<file path="config.mk">
export PLATFORM = sky130hd
export DESIGN_NAME = freq_div_prog
export DESIGN_NICKNAME = d
export VERILOG_FILES = /design/src/rtl/freq_div_prog.sv
export SDC_FILE = /design/constraint.sdc
export NUM_CORES = 1
export LEC_CHECK = 0
export ABC_AREA = 1
export CAP_MARGIN = 20
export CORE_MARGIN = 5
export CORE_UTILIZATION = 35
export DETAILED_ROUTE_END_ITERATION = 10
export MAX_ROUTING_LAYER = met4
export PLACE_DENSITY_LB_ADDON = 0.05
export SKIP_CTS_REPAIR_TIMING = 1
export SYNTH_ARGS = -nofsm -noshare
export SYNTH_HDL_FRONTEND = slang
export SYNTH_SLANG_ARGS = --single-unit
</file>
<file path="constraint.sdc">
create_clock -name clk -period 3.2 [get_ports clk]
set_clock_uncertainty 0.2 [all_clocks]
set_input_delay 0.48 -clock clk [delete_from_list [all_inputs] [get_ports clk]]
set_output_delay 0.48 -clock clk [all_outputs]
set_load 0.01 [all_outputs]
</file>
<file path="src/rtl/freq_div_prog.sv">
// freq_div_prog: runtime-programmable integer clock divider, 50% duty for any N >= 2.
//
// Ports:
//   clk          single clock; both edges are used (posedge state, negedge half-cycle flop)
//   rst          asynchronous active-high reset for every flop
//   en           run request, sampled on posedge clk
//   div_in       candidate divisor
//   div_load     one-cycle strobe capturing div_in
//   div_pending  a loaded divisor is waiting for the next period boundary
//   load_err     one-cycle pulse: a load with div_in < 2 was rejected
//   div_active   divisor governing the current period
//   freq_out     divided clock
//   tick         high for the first clk cycle of every period
module freq_div_prog #(
    parameter int unsigned WIDTH       = 8,
    parameter int unsigned DEFAULT_DIV = 5
) (
    input  logic             clk,
    input  logic             rst,
    input  logic             en,
    input  logic [WIDTH-1:0] div_in,
    input  logic             div_load,
    output logic             div_pending,
    output logic             load_err,
    output logic [WIDTH-1:0] div_active,
    output logic             freq_out,
    output logic             tick
);

    localparam logic [WIDTH-1:0] DefDiv = WIDTH'(DEFAULT_DIV);

    logic [WIDTH-1:0] cnt_q, cnt_d;
    logic             running_q, running_d;
    logic             pos_q, pos_d;
    logic             neg_q;
    logic [WIDTH-1:0] div_q, div_d;
    logic             odd_q, odd_d;
    logic [WIDTH-1:0] pend_val_q, pend_val_d;
    logic             pend_q, pend_d;
    logic             err_q, err_d;

    logic             last;
    logic             boundary;

    // Wrap compares against N-1 so cnt never exceeds N-1, even for N = 2^WIDTH-1.
    assign last     = running_q && (cnt_q == (div_q - WIDTH'(1)));
    assign boundary = last || (!running_q && en);

    always_comb begin
        cnt_d      = cnt_q;
        running_d  = running_q;
        pos_d      = pos_q;
        div_d      = div_q;
        odd_d      = odd_q;
        pend_val_d = pend_val_q;
        pend_d     = pend_q;
        err_d      = 1'b0;

        // A pending divisor takes over only at a period boundary.
        if (boundary && pend_q) begin
            div_d  = pend_val_q;
            odd_d  = pend_val_q[0];
            pend_d = 1'b0;
        end

        if (!running_q) begin
            if (en) begin
                running_d = 1'b1;
                cnt_d     = '0;
                pos_d     = 1'b1;
            end
        end else if (last) begin
            cnt_d = '0;
            if (en) begin
                // New period starts at cnt=0, and H >= 1 for every legal N.
                pos_d = 1'b1;
            end else begin
                running_d = 1'b0;
                pos_d     = 1'b0;
            end
        end else begin
            cnt_d = cnt_q + WIDTH'(1);
            pos_d = (cnt_q + WIDTH'(1)) < (div_q >> 1);
        end

        // Loads after the apply: a load on the wrap edge stays pending for the next period.
        if (div_load) begin
            if (div_in >= WIDTH'(2)) begin
                pend_val_d = div_in;
                pend_d     = 1'b1;
            end else begin
                err_d = 1'b1;
            end
        end
    end

    always_ff @(posedge clk or posedge rst) begin
        if (rst) begin
            cnt_q      <= '0;
            running_q  <= 1'b0;
            pos_q      <= 1'b0;
            div_q      <= DefDiv;
            odd_q      <= DefDiv[0];
            pend_val_q <= '0;
            pend_q     <= 1'b0;
            err_q      <= 1'b0;
        end else begin
            cnt_q      <= cnt_d;
            running_q  <= running_d;
            pos_q      <= pos_d;
            div_q      <= div_d;
            odd_q      <= odd_d;
            pend_val_q <= pend_val_d;
            pend_q     <= pend_d;
            err_q      <= err_d;
        end
    end

    // Half-cycle delayed copy of pos_q; stretches the high phase by 0.5 clk for odd N.
    always_ff @(negedge clk or posedge rst) begin
        if (rst) begin
            neg_q <= 1'b0;
        end else begin
            neg_q <= pos_q;
        end
    end

    assign freq_out    = pos_q | (neg_q & odd_q);
    assign tick        = running_q & (cnt_q == '0);
    assign div_pending = pend_q;
    assign load_err    = err_q;
    assign div_active  = div_q;

endmodule

</file>
---- Word level (Yosys, flattened, before mapping) ----
Index checks and enable logic that the tools add are counted.
word-level totals
  register bits after elaboration ......... 30
  output and inout port bits .............. 12
  word-level logic and storage cells ...... 39
cells by class
  add/sub/neg operators ................... 2
  magnitude comparators ................... 2
  equality and inequality tests ........... 1
  multiplexer cells ....................... 14
  bitwise gates (word level) .............. 3
  reduce and logical (&&, ||, !) cells .... 8
operator list
  operator             count
  $mux 8               3
  $mux 1               11
  $add 8x1->8 const B  1
  $eq 8x8->1           1
  $ge 8x2->1 const B   1
  $logic_not 8->1      1
  $lt 8x7->1           1
  $sub 8x1->8 const B  1
  $logic_and 1x1->1    3
  $and 1x1->1          2
  $reduce_and 2->1     1
  $reduce_bool 2->1    1
  $logic_not 1->1      1
  $logic_or 1x1->1     1
  $or 1x1->1           1

---- Depth between registers and ports, before layout ----
Gate-level depths: netlist of the first run.
  word-level depth ........................ 8
  gate-level depth with buffers ........... 15

==> reports/qor.yml, run 1 <==
final_layout:
  fin_nets: 283
  multi_input_area_um2: 870
  ff_latch_area_um2: 728
  drive_above_1_share: 0.0684
  n_antenna_cell: 0
  synthToLayoutAreaGrowth_pct: 20.9
  final_cells: 333
  nFillCells: 544
critical_path:
  start_kind: "flop"
  endpoint_kind: "primary output"
  crit_required_ns: 2.52
  slowest_stage: "dfrtn_1"
  cp_num_buf_inv: 1
  crit_fanout: 1
  critical_path_class: "flop to primary output"
  cp_slowest_stage_delay_ns: 0.38
  cpMostUsedCell: "nand2_1"
  critical-path-top-delay-family: "flip-flops"
  critPathArrivalTime_ns: 2.49
  crit_chain: "nand2_1 -> nand2_1 -> buf_2"
logic_synthesis:
  netlist_area_um2: 1780
  synth_cell_types: 26
  synth.top_cell.area_share: 0.366
  syn_avg_cell_area_um2: 7.48
  yosysWarnings: 0
  ys_ff_latch: 29
  synth_nets: 259
  synth_area_leader_cell: "dfrtp_1"
  synth_area_leaders: "dfrtp_1 37%, nand2_1 16%, inv_1 7.2%"
  synth.yosys.seq_area_share: 0.409
  synth_cells: 238
clocking:
  clk-insertion-delay-late_ns: 0.28
  clockRootBuffer: "clkbuf_8"
  cts_tree: "done"
  path_clk_slew_ns: 0.06
  cts_inserted_buffers: 5
  cts.sinks: 29
  h-tree-depth: 2
  clk_path_buf_depth: 2
detailed_routing:
  ant_nets: 0
  wl_met2_um: 1810
  post_drt_wl_per_cell_um: 11.7
  vias: 1505
  wirelength_um: 3900
  via_per_inst: 4.52
  wl_met3_um: 145
  detail_route.iter0.violations: 44
  top_layer: "met4"
  wl_met1_um: 1870
  drt_first_pass_iters: 4
  drcViolationCount: 0
power:
  power_switching_uw: 829
  vdd_drop_max_mv: 0.323
  sw_frac_of_total: 0.431
  internal-power_uw: 1090
  p_clk_frac: 0.173
  power.density_nw_per_um2: 894
  comb_power_share: 0.492
  power_leakage_uw: 0.00109
  p_seq_frac: 0.334
place:
  dp.cells: 325
  io_buffers: 23
  gp_congestion: 0.740
  dp_hpwl_um: 3000
global_routing:
  grt_pass1_vias: 1459
  antenna_found_initial: 0
  grt_usage: 0.142
  grt_pass1_wl_um: 6830
  grt_max_degree: 29
  grt-ovfl-total: 0
timing:
  slew_violations: 0
  rsz0062_at_grt: "true"
  setup_violations: 0
  worst_pin_slew_ns: 0.527
  hold_violations: 0
  slew_headroom: 0.646
  finalSetupTns_ns: 0
die:
  start_util: 0.355
  fp.dieH_um: 81.3
  io_pins: 24
  coreArea_um2: 5010
  fp.dieArea_um2: 6610
  rows: 26
  die_w_um: 81.3
min_path:
  hold_class: "flop to flop"
status:
  status: "completed"
flow_run:
  drv_cap: 0
synthesized netlist by cell type:
cell type  count
a21oi_1        4
buf_2          2
buf_4          2
buf_8          1
clkbuf_2       2
clkinv_1       1
dfrtn_1        1
dfrtp_1       26
dfstp_2        2
ha_1           9
inv_1         34
nand2_1       74
nand2_2        2
nand2_4        1
nand3_1       20
nand3_4        1
nand4_1       12
nor2_1        17
nor2_2         1
nor3_1         1
nor4_1         1
o21ai_0        9
o22ai_1        5
or2_2          1
xnor2_1        2
xor2_1         7
path summary, 6_finish.rpt:
kind | depth (start not counted) | slack, ns | startpoint | end
max | 3 | 0.03 | neg_q$_DFF_NP0_ | freq_out
min | 2 | 0.27 | pend_val_q[4]$_DFFE_PP0P_ | pend_val_q[4]$_DFFE_PP0P_
max reg2reg | 14 | 0.82 | div_active[0]$_DFFE_PP1P_ | div_active[7]$_DFFE_PP0P_
min reg2reg | 2 | 0.27 | pend_val_q[4]$_DFFE_PP0P_ | pend_val_q[4]$_DFFE_PP0P_
max in group asynchronous | 2 | 1.03 | rst | neg_q$_DFF_NP0_
min in group asynchronous | 3 | 0.41 | rst | pos_q$_DFFE_PP0P_
routing by layer:
| metal | GRT usage | vias up |
|---|---|---|
| li1 | - | 808 |
| met1 | 0.175 | 666 |
| met2 | 0.223 | 24 |
| met3 | 0.0333 | 7 |
| met4 | 0.0557 | 0 |
| met5 | - | - |
area by class of cell:
cell class	count	share of cell area
Sequential cell	29	0.339
Clock inverter	1	0.00233
Clock buffer	7	0.0448
Tap cell	70	0.0407
Multi-Input combinational cell	167	0.404
Timing Repair Buffer	24	0.108
Inverter	35	0.0611
metrics by stage:
stage | util | power [uW] | hold slack, ns | setup slack, ns | instance area [um^2]
after global routing | 0.429 | 2150 | 0.299 | -0.0279 | 2150
after floorplan | - | 1340 | 0.242 | 0.403 | 1780
after CTS | 0.430 | 1970 | 0.278 | -0.391 | 2160
after global placement | 0.410 | 1620 | 0.257 | -0.0673 | 2050
final | 0.429 | 1920 | 0.274 | 0.0322 | 2150
after detailed placement | 0.410 | 1630 | 0.262 | -0.0820 | 2050
cells by family after synthesis:
kind of cell | count (synthesis) | share of synthesized area
simple gates | 131 | 0.327
buf+inv | 42 | 0.102
flops | 29 | 0.409
compound gates | 18 | 0.0541
xor+xnor | 9 | 0.0443
fa+ha+maj | 9 | 0.0633
power groups by stage:
stage | combinational [uW] | sequential (uW) | clock [uW]
finish | 947 | 643 | 333
global route | 1120 | 668 | 362
CTS | 982 | 645 | 343
detailed placement | 977 | 652 | 0
global placement | 971 | 648 | 0
floorplan | 733 | 604 | 0
sequential cells by signal, summed over array words and instances (netlist names):
name	cells
load_err	1
div_pending	1
neg_q	1
cnt_q	8
pos_q	1
div_active	8
pend_val_q	8
running_q	1
cell usage in the layout (no fill, tap or decap):
cell type,Yosys,routed
nand2_1,74,74
inv_1,34,34
dfrtp_1,26,26
clkdlybuf4s50_1,0,22
nand3_1,20,20
nor2_1,17,17
nand4_1,12,12
o21ai_0,9,9
ha_1,9,9
xor2_1,7,7
clkbuf_8,0,7
o22ai_1,5,5
a21oi_1,4,4
nand2_2,2,2
xnor2_1,2,2
dfstp_2,2,2
nor2_2,1,1
or2_2,1,1
nand2_4,1,1
clkinv_1,1,1
nand3_4,1,1
nor4_1,1,1
nor3_1,1,1
clkinv_2,0,1
dfrtn_1,1,1
buf_2,2,1
buf_4,2,1
worst min-delay path, delay by kind of cell, from the launching register on:
kind / cells / cell delay, ns
simple gates: 2 / 0.10
flops: 1 / 0.34
Note: power is estimated with default switching activity, not from simulation.
==> inputs of run 2 (changes only) <==
--- a/config.mk
+++ b/config.mk
@@ -9,6 +9,7 @@
 export CAP_MARGIN = 20
 export CORE_MARGIN = 5
 export CORE_UTILIZATION = 35
+export CTS_BUF_LIST = sky130_fd_sc_hd__clkbuf_8
 export DETAILED_ROUTE_END_ITERATION = 10
 export MAX_ROUTING_LAYER = met4
 export PLACE_DENSITY_LB_ADDON = 0.05
==> results of run 2 <==
The final DEF is identical to that of run 1; final timing and power are the same.
